--- src/rtl/svo_hdmi_sched_if.sv ---
// Signal bundle between the timing/pixel source, the HDMI scheduler and the
// three TMDS encoders plus the downstream guard-band mux.
interface svo_hdmi_sched_if;
  logic        in_de;
  logic        in_hsync;
  logic        in_vsync;
  logic [23:0] in_pixel;

  logic        enc_de;
  logic [1:0]  enc_ctrl0;
  logic [1:0]  enc_ctrl1;
  logic [1:0]  enc_ctrl2;
  logic [7:0]  enc_din0;
  logic [7:0]  enc_din1;
  logic [7:0]  enc_din2;
  logic        gb_force;
  logic [9:0]  gb_code0;
  logic [9:0]  gb_code1;
  logic [9:0]  gb_code2;
  logic        short_blank;

  modport master (
    output in_de, in_hsync, in_vsync, in_pixel,
    input  enc_de, enc_ctrl0, enc_ctrl1, enc_ctrl2, enc_din0, enc_din1, enc_din2,
    input  gb_force, gb_code0, gb_code1, gb_code2, short_blank
  );

  modport slave (
    input  in_de, in_hsync, in_vsync, in_pixel,
    output enc_de, enc_ctrl0, enc_ctrl1, enc_ctrl2, enc_din0, enc_din1, enc_din2,
    output gb_force, gb_code0, gb_code1, gb_code2, short_blank
  );
endinterface

--- src/rtl/svo_hdmi_sched.sv ---
// HDMI video-period scheduler: delays timing/pixels by PRE_LEN+GB_LEN clocks and
// inserts the CTL preamble and leading guard band ahead of every active line.
module svo_hdmi_sched #(
  parameter int unsigned PRE_LEN = 8,
  parameter int unsigned GB_LEN  = 2
) (
  input  logic               clk,
  input  logic               resetn,
  input  logic               dvi_mode,
  svo_hdmi_sched_if.slave    bus
);

  localparam int unsigned L    = PRE_LEN + GB_LEN;
  localparam int unsigned CntW = $clog2(L + 1);
  localparam logic [CntW-1:0] LCnt  = CntW'(L);
  localparam logic [CntW-1:0] GbCnt = CntW'(GB_LEN);
  localparam logic [CntW-1:0] One   = CntW'(1);

  typedef enum logic [1:0] {StIdle, StPre, StGuard, StActive} state_e;

  // Each delay stage holds {de, vsync, hsync, pixel}.
  logic [L-1:0][26:0] dly_q;
  logic [26:0]        tap;
  logic               d_de, d_vs, d_hs;
  logic [23:0]        d_pix;

  logic               prev_de_q;
  logic               rise;
  state_e             state_q, state_d;
  logic [CntW-1:0]    lead_q, lead_d;

  logic               de_q, de_d;
  logic [1:0]         ctrl0_q, ctrl0_d, ctrl1_q, ctrl1_d;
  logic [23:0]        din_q, din_d;
  logic               gb_q, gb_d;
  logic               sb_q, sb_d;

  assign tap   = dly_q[L-1];
  assign d_de  = tap[26];
  assign d_vs  = tap[25];
  assign d_hs  = tap[24];
  assign d_pix = tap[23:0];
  assign rise  = bus.in_de & ~prev_de_q;

  always_comb begin
    state_d = state_q;
    lead_d  = lead_q;
    if (lead_q != '0) lead_d = lead_q - One;
    case (state_q)
      StPre:    if (lead_d == GbCnt) state_d = StGuard;
      StGuard:  if (lead_d == '0) state_d = StActive;
      StActive: if (!d_de) state_d = StIdle;
      default:  ;
    endcase
    if (rise && !dvi_mode) begin
      lead_d  = LCnt;
      state_d = StPre;
    end
  end

  always_comb begin
    de_d    = d_de;
    ctrl0_d = {d_vs, d_hs};
    ctrl1_d = 2'b00;
    gb_d    = 1'b0;
    din_d   = din_q;
    if (d_de) begin
      din_d = d_pix;
    end else if (state_q == StGuard) begin
      gb_d = 1'b1;
    end else if (state_q == StPre) begin
      ctrl1_d = 2'b01;
    end
    // The last guard cycle always coincides with the line's own first pixel;
    // delayed video any earlier in the lead-in belongs to the previous line.
    sb_d = sb_q | (d_de & (lead_q > One));
  end

  always_ff @(posedge clk or negedge resetn) begin
    if (!resetn) begin
      dly_q     <= '0;
      prev_de_q <= 1'b0;
      state_q   <= StIdle;
      lead_q    <= '0;
      de_q      <= 1'b0;
      ctrl0_q   <= 2'b00;
      ctrl1_q   <= 2'b00;
      din_q     <= '0;
      gb_q      <= 1'b0;
      sb_q      <= 1'b0;
    end else begin
      dly_q     <= {dly_q[L-2:0], {bus.in_de, bus.in_vsync, bus.in_hsync, bus.in_pixel}};
      prev_de_q <= bus.in_de;
      state_q   <= state_d;
      lead_q    <= lead_d;
      de_q      <= de_d;
      ctrl0_q   <= ctrl0_d;
      ctrl1_q   <= ctrl1_d;
      din_q     <= din_d;
      gb_q      <= gb_d;
      sb_q      <= sb_d;
    end
  end

  assign bus.enc_de      = de_q;
  assign bus.enc_ctrl0   = ctrl0_q;
  assign bus.enc_ctrl1   = ctrl1_q;
  assign bus.enc_ctrl2   = 2'b00;
  assign bus.enc_din0    = din_q[7:0];
  assign bus.enc_din1    = din_q[15:8];
  assign bus.enc_din2    = din_q[23:16];
  assign bus.gb_force    = gb_q;
  assign bus.gb_code0    = 10'b1011001100;
  assign bus.gb_code1    = 10'b0100110011;
  assign bus.gb_code2    = 10'b1011001100;
  assign bus.short_blank = sb_q;

endmodule

--- src/flat_wrapper.sv ---
// flat-port wrapper written by rule: the top's interface ports become plain ports
module svo_hdmi_sched_flat 
#(
  parameter int unsigned PRE_LEN = 8,
  parameter int unsigned GB_LEN  = 2
)
  (clk, resetn, dvi_mode, bus_in_de, bus_in_hsync, bus_in_vsync, bus_in_pixel, bus_enc_de, bus_enc_ctrl0, bus_enc_ctrl1, bus_enc_ctrl2, bus_enc_din0, bus_enc_din1, bus_enc_din2, bus_gb_force, bus_gb_code0, bus_gb_code1, bus_gb_code2, bus_short_blank);
  svo_hdmi_sched_if bus_i ();
  input  logic clk;
  input  logic resetn;
  input  logic dvi_mode;
  input wire logic [$bits(bus_i.in_de)-1:0] bus_in_de;
  input wire logic [$bits(bus_i.in_hsync)-1:0] bus_in_hsync;
  input wire logic [$bits(bus_i.in_vsync)-1:0] bus_in_vsync;
  input wire logic [$bits(bus_i.in_pixel)-1:0] bus_in_pixel;
  output wire logic [$bits(bus_i.enc_de)-1:0] bus_enc_de;
  output wire logic [$bits(bus_i.enc_ctrl0)-1:0] bus_enc_ctrl0;
  output wire logic [$bits(bus_i.enc_ctrl1)-1:0] bus_enc_ctrl1;
  output wire logic [$bits(bus_i.enc_ctrl2)-1:0] bus_enc_ctrl2;
  output wire logic [$bits(bus_i.enc_din0)-1:0] bus_enc_din0;
  output wire logic [$bits(bus_i.enc_din1)-1:0] bus_enc_din1;
  output wire logic [$bits(bus_i.enc_din2)-1:0] bus_enc_din2;
  output wire logic [$bits(bus_i.gb_force)-1:0] bus_gb_force;
  output wire logic [$bits(bus_i.gb_code0)-1:0] bus_gb_code0;
  output wire logic [$bits(bus_i.gb_code1)-1:0] bus_gb_code1;
  output wire logic [$bits(bus_i.gb_code2)-1:0] bus_gb_code2;
  output wire logic [$bits(bus_i.short_blank)-1:0] bus_short_blank;
  assign bus_i.in_de = bus_in_de;
  assign bus_i.in_hsync = bus_in_hsync;
  assign bus_i.in_vsync = bus_in_vsync;
  assign bus_i.in_pixel = bus_in_pixel;
  assign bus_enc_de = bus_i.enc_de;
  assign bus_enc_ctrl0 = bus_i.enc_ctrl0;
  assign bus_enc_ctrl1 = bus_i.enc_ctrl1;
  assign bus_enc_ctrl2 = bus_i.enc_ctrl2;
  assign bus_enc_din0 = bus_i.enc_din0;
  assign bus_enc_din1 = bus_i.enc_din1;
  assign bus_enc_din2 = bus_i.enc_din2;
  assign bus_gb_force = bus_i.gb_force;
  assign bus_gb_code0 = bus_i.gb_code0;
  assign bus_gb_code1 = bus_i.gb_code1;
  assign bus_gb_code2 = bus_i.gb_code2;
  assign bus_short_blank = bus_i.short_blank;
  svo_hdmi_sched #(.PRE_LEN(PRE_LEN), .GB_LEN(GB_LEN)) u_core (.clk(clk), .resetn(resetn), .dvi_mode(dvi_mode), .bus(bus_i));
endmodule
--- config.mk ---
export PLATFORM = sky130hd
export DESIGN_NAME = svo_hdmi_sched_flat
export DESIGN_NICKNAME = d
export VERILOG_FILES = /design/src/rtl/svo_hdmi_sched_if.sv /design/src/rtl/svo_hdmi_sched.sv /design/src/flat_wrapper.sv
export SDC_FILE = /design/constraint.sdc
export NUM_CORES = 1
export LEC_CHECK = 0
export BUFFER_PORTS_ARGS = -buffer_cell sky130_fd_sc_hd__buf_2
export CORE_ASPECT_RATIO = 1.1
export CORE_UTILIZATION = 35
export CTS_CLUSTER_DIAMETER = 120
export DETAILED_ROUTE_END_ITERATION = 16
export PLACE_DENSITY = 0.53
export SYNTH_ARGS = -nofsm -noshare
export SYNTH_HDL_FRONTEND = slang
export SYNTH_SLANG_ARGS = --single-unit
--- constraint.sdc ---
create_clock -name clk -period 2.1 [get_ports clk]
set_input_delay 0.21 -clock clk [delete_from_list [all_inputs] [get_ports clk]]
set_output_delay 0.21 -clock clk [all_outputs]
set_load 0.01 [all_outputs]
==> run_results.csv, run 1 <==
group,metric,value,unit
yosys,synthCells,417,
floorplanning,dieWidth,151,um
hold_path,hp-class,"primary input to flip-flop",
layout,drive_above_1_share,23.2,%
grt,grt_pass1_vias,3659,
clocking,htree_levels,1,
status,outcome,"completed",
hold_path,holdPathEnd,"u_core.lead_q[0]",
yosys,post-synth-top-count-cell,"dfrtp_1",
floorplanning,coreArea,0.0238,sq mm
yosys,synth_top_area_share,89.2,%
layout,fillers,2080,
yosys,yosys.area.top_type,"dfrtp_1",
worst_setup_path,start_kind,"flip-flop",
floorplanning,initial_core_util,36.0,%
worst_setup_path,endpoint_kind,"flip-flop",
worst_setup_path,crit_required,2.52,ns
routing,wire_per_inst,12.4,um
routing,drc,0,
clocking,cts_buffers,30,
place,portBuffers,59,
place,routabilityCongestion,0.608,
hold_path,holdCritStartpoint,"dvi_mode",
yosys,synthTopCellsByArea,"dfrtp_1 (89%), mux2_1 (3.3%), buf_4 (2.9%), ha_1 (1.2%), nor2b_1 (0.29%)",
timing,finClkSkew,0.0107,ns
yosys,yosys_register_bits,306,
floorplanning,die_area,0.0252,sq mm
floorplanning,core.rowCount,59,
routing,m1WireLength,4460,um
place,hpwl,6180,um
power_and_ir_drop,totalPowerFinal,13000,uW
routing,via_per_inst,3.95,
yosys,synth_area_per_cell,20.6,sq um
grt,grt-ovfl-total,0,
yosys,synth_cell_types,31,
clocking,cts_tree,"yes",
timing,setup_violations,0,
timing,layout_min_cycle_time,2.04,ns
timing,fmax,491,MHz
routing,ant_nets,0,
routing,drtIter0Drc,113,
worst_setup_path,r2r_start,"u_core.lead_q[1]",
routing,wl,10800,um
timing,final_hold_viol_count,0,
routing,dr_wl_met3,716,um
timing,hold_slack,0.0670,ns
floorplanning,die_h,166,um
layout,fin_nets,579,
layout,postLayoutCoreUtil,44.5,%
floorplanning,io_pins,93,
yosys,async_flop_share,100,%
yosys,netlist_area,0.00859,sq mm
timing,finalCritPeriodShare,97.0,%
clocking,clockBufferDepth,3,
clocking,cts_root_buffer,"clkbuf_16",
yosys,synth-edff-count,0,
layout,seqCellArea,0.00766,sq mm
clocking,cts_sinks,306,
clocking,clk_latency,0.53,ns
power_and_ir_drop,powerDensity,1230,mW/mm^2
worst_setup_path,r2r_setup_slack,0.06,ns
routing,highest_layer,"met4",
clocking,clkTransAtPathRegs,0.06,ns
worst_setup_path,critPathArrivalTime,2.46,ns
grt,antenna_found_initial,0,
yosys,synth-seq-area-share,89.2,%
yosys,ys_warn_count,0,
worst_setup_path,path_max_fanout,5,
power_and_ir_drop,ir_drop,0.508,mV
routing,firstDrtPassIters,4,
grt,grt_pass1_wl,18300,um
layout,syn2layout_area_growth,23.7,%
power_and_ir_drop,leakagePower,0.00489,uW
grt,grt_max_degree,70,
worst_setup_path,r2r_end,"u_core.state_q[1]",
worst_setup_path,reg2reg_depth,7,
timing,finalMaxSlewViolations,0,
routing,wl_met2,5200,um
yosys,synthFlopType,"dfrtp_1",
yosys,synthTopCellsByCount,"dfrtp_1 (306), buf_4 (33), mux2_1 (25), ha_1 (8)",
hold_path,whs_path_depth,3,
layout,multiInputGateArea,788,sq um
worst_setup_path,worstSetupPathType,"flip-flop to flip-flop",
layout,n_antenna_cell,0,
grt,track_usage,9.11,%
flow_run,max_cap_viol_count,0,
routing,via_count,3435,
-- critical path: stages (launching register included) --
cell	delay, ns
dfrtp_2	0.45
inv_1	0.13
ha_2	0.23
nor3b_4	0.22
mux2_2	0.38
a21oi_2	0.19
nand2_1	0.09
o31ai_1	0.24
-- power breakdown --
part	internal, uW	switching (uW)	leakage [uW]	total, uW
combinational	473	611	0.000802	1080
sequential	6280	190	0.00357	6470
clock	3390	2080	0.000524	5470
total	10100	2880	0.00489	13000
-- timing repair --
| item | 4_1_cts | 5_1_grt |
|---|---|---|
| setup buffers | 2 | 0 |
| pin swaps | 0 | 1 |
| hold buffers | 28 | 0 |
| endpoints found under the setup margin | 1 | 2 |
| gates resized for setup | 2 | 4 |
| hold endpoints to repair | 81 | 0 |
-- cell type report --
cell class                 instances  area share (%)
sequential                       306            72.1
clock buffer                      45            8.65
multi-input combinational        102            7.42
timing repair buffer              97            6.69
tap                              305            3.59
clock inverter                    11            1.36
inverter                           4           0.141
-- through the flow --
step / setup TNS [ns] / setup slack, ns / cells / instance area (sq um)
4_1_cts: 0 / 0.0239 / 870 / 10600
3_5_place_dp: -0.122 / -0.122 / 784 / 9240
2_1_floorplan: 0 / 0.202 / 448 / 8700
3_3_place_gp: 0 / 0.170 / 784 / 9240
6_report: 0 / 0.0627 / 870 / 10600
5_1_grt: -0.00631 / -0.00453 / 870 / 10600
-- cell usage in the layout (no fill, tap or decap), types with 3 or more instances in the layout --
master,count
buf_2,58
ha_1,6
dfrtp_1,305
clkbuf_1,5
clkbuf_8,9
dlygate4sd3_1,28
conb_1,33
buf_4,6
buf_12,4
bufinv_16,3
nor2b_1,4
mux2_1,25
clkbuf_16,31
inv_1,4
clkinv_2,4
nor2_1,4
-- state kept, by name (all words and copies together) (netlist names), 2 cells and up --
name and cells:
u_core.dly_q 243, u_core.tap 27, u_core.din_q 24, u_core.lead_q 4, u_core.bus.enc_ctrl0 2, u_core.state_q 2
-- how the worst max path moves through the flow --
| stage | start | end | cells after the start |
|---|---|---|---|
| floorplan | u_core.lead_q[0] | u_core.state_q[1] | 7 |
| global placement | u_core.lead_q[0] | u_core.state_q[1] | 7 |
| detailed placement | u_core.lead_q[0] | u_core.state_q[1] | 7 |
| CTS | u_core.lead_q[1] | u_core.state_q[1] | 7 |
| global route | u_core.lead_q[1] | u_core.state_q[0] | 7 |
| finish | u_core.lead_q[1] | u_core.state_q[1] | 7 |
-- per-layer routing --
| layer | GRT usage, % | vias to the layer above |
|---|---|---|
| met5 | 0 | - |
| met4 | 4.61 | 0 |
| met3 | 2.31 | 34 |
| met2 | 14.3 | 118 |
| met1 | 11.7 | 1764 |
| li1 | - | 1519 |
-- cell families after synthesis --
| family | share of synthesized area [%] |
|---|---|
| xor gates and xnor gates | 0.102 |
| AOI/OAI and AO/OA | 1.27 |
| and+or+nand+nor | 1.56 |
| adders and majority gates | 1.17 |
| DFF | 89.2 |
| buffers and inverters | 3.22 |
| muxes | 3.41 |
| other | 0.0875 |
Note: power is estimated with default switching activity, not from simulation.
==> run 2: changes to the inputs <==
==> constraint.sdc (replaced) <==
create_clock -name clk -period 2.1 [get_ports clk]
set_input_delay 0.315 -clock clk [delete_from_list [all_inputs] [get_ports clk]]
set_output_delay 0.315 -clock clk [all_outputs]
set_load 0.01 [all_outputs]
==> run 2 against run 1 <==
  * Design area up 0.24%
  * Via count shrank 0.96%
  * Routed wire length shrank 3.5%
  * Fmax is 2.0% lower
  * Die area is the same
  * Combinational power is essentially flat
  * Clock skew barely moved
  * Global-route usage decreased by 0.22 points
  * Critical path type unchanged
  * Largest power group unchanged
  * Highest routed layer unchanged
==> run_results.csv, run 2 (synthesis results as in run 1) <==
group,metric,value,unit
layout,syn2layout_area_growth,23.9,%
grt,track_usage,8.89,%
hold_path,hp-class,"primary input to flip-flop",
clocking,cts_sinks,306,
layout,drive_above_1_share,22.9,%
worst_setup_path,worst_path_max_delay_cell,"dfrtp_1",
clocking,cts_tree,"yes",
timing,layout_min_cycle_time,2.08,ns
routing,drtIter0Drc,74,
floorplanning,die_area,0.0252,sq mm
timing,finClkSkew,0.0106,ns
layout,layout_commonest_cell,"dfrtp_1",
clocking,cts_root_buffer,"clkbuf_16",
place,hpwl,6080,um
grt,grt-ovfl-total,0,
routing,wl,10400,um
layout,top_register,"u_core.dly_q",
timing,final_hold_viol_count,0,
routing,via_per_inst,3.90,
layout,fin_nets,581,
clocking,htree_levels,1,
timing,fmax,481,MHz
layout,n_antenna_cell,0,
status,outcome,"completed",
routing,firstDrtPassIters,4,
worst_setup_path,start_kind,"flip-flop",
worst_setup_path,endpoint_kind,"flip-flop",
place,place_inst,785,
timing,setup_violations,0,
power_and_ir_drop,powerDensity,1240,mW/mm^2
layout,largest_reg_flops,243,
grt,grt_pass1_wl,18000,um
floorplanning,initial_core_util,36.0,%
timing,rsz0062_at_grt,"false",
worst_setup_path,crit_chain,"inv_1 > ha_2 > nor3b_4 > mux2_2 > a21oi_1 > nand2_1 > o31ai_1",
clocking,clockBufferDepth,3,
place,portBuffers,59,
layout,layout_common_cells,"dfrtp_1 (306), buf_2 (58), conb_1 (33)",
grt,busiest_layer,"met2",
grt,use_met2,14.2,%
power_and_ir_drop,ir_drop,0.487,mV
routing,wire_per_inst,11.9,um
worst_setup_path,crit_required,2.53,ns
layout,final_cells,872,
floorplanning,die_h,166,um
clocking,clkTransAtPathRegs,0.06,ns
floorplanning,coreArea,0.0238,sq mm
floorplanning,io_pins,93,
clocking,cts_buffers,30,
clocking,clk_latency,0.53,ns
timing,finalMaxSlewViolations,0,
place,routabilityCongestion,0.610,
power_and_ir_drop,totalPowerFinal,13200,uW
grt,grt_max_degree,74,
grt,antenna_found_initial,0,
timing,finalCritPeriodShare,99.0,%
layout,fillers,2052,
flow_run,max_cap_viol_count,0,
worst_setup_path,worstSetupPathType,"flip-flop to flip-flop",
grt,grt_pass1_vias,3759,
worst_setup_path,cpPeakStageDelay,0.39,ns
worst_setup_path,path_max_fanout,4,
power_and_ir_drop,leakagePower,0.00491,uW
routing,ant_nets,0,
routing,via_count,3402,
worst_setup_path,critPathArrivalTime,2.51,ns
grt,use_met1,10.7,%
grt,grt_use_met3,2.55,%
floorplanning,core.rowCount,59,
floorplanning,dieWidth,151,um
routing,drc,0,
[run 2: per-stage QoR]
step / utilization (%) / setup WS, ns / setup TNS [ns] / hold slack (ns) / cell area (sq um)
finish: 44.6 / 0.0203 / 0 / 0.117 / 10600
global route: 44.6 / 0.00676 / 0 / 0.109 / 10600
CTS: 44.6 / 0.0228 / 0 / 0.0908 / 10600
detailed placement: 38.7 / -0.0700 / -0.0700 / 0.263 / 9220
global placement: 38.7 / 0.165 / 0 / 0.254 / 9220
floorplan: - / 0.202 / 0 / 0.0194 / 8700
[run 2: layer usage]
metal  up-vias  share of wire, %
li1       1525                 -
met1      1728                41
met2       115                48
met3        34               6.7
met4         0               3.8
met5         -                 0
[run 2: what timing repair did]
item / CTS / global route
pin swaps: 0 / 1
hold buffers: 28 / 0
setup endpoints to repair: 2 / 2
hold endpoints to repair: 72 / 0
resized for setup: 1 / 3
setup buffers: 2 / 1
[run 2: area by class of cell]
class	count	area [sq um]	area share (%)
multi-input combinational	102	785	7.37
sequential	306	7660	72.0
clock inverter	11	194	1.82
tap	305	382	3.59
inverter	4	15.0	0.141
clock buffer	45	908	8.54
timing repair buffer	99	701	6.58
[run 2: path summary, 6_finish.rpt]
check	cells after the start	endpoint	slack (ns)	start
min in group asynchronous	2	u_core.dly_q[6]	0.29	resetn
worst min register to register	0	u_core.dly_q[101]	0.34	u_core.dly_q[74]
worst max-delay path	7	u_core.state_q[1]	0.02	u_core.lead_q[0]
worst min-delay path	3	u_core.lead_q[0]	0.12	dvi_mode
max in group asynchronous	3	u_core.dly_q[175]	1.07	resetn
worst max register to register	7	u_core.state_q[1]	0.02	u_core.lead_q[0]
[run 2: critical path, delay by kind of cell (launching register included)]
| kind | cells | cell delay (ns) |
|---|---|---|
| AOI/OAI and AO/OA | 2 | 0.48 |
| adders and majority gates | 1 | 0.25 |
| buffers and inverters | 1 | 0.14 |
| DFF | 1 | 0.39 |
| muxes | 1 | 0.38 |
| and+or+nand+nor | 2 | 0.34 |
[run 2: power breakdown]
| group | total (uW) | switching (uW) | internal [uW] |
|---|---|---|---|
| logic | 1080 | 603 | 476 |
| clock network | 5680 | 2070 | 3600 |
| registers | 6450 | 174 | 6280 |
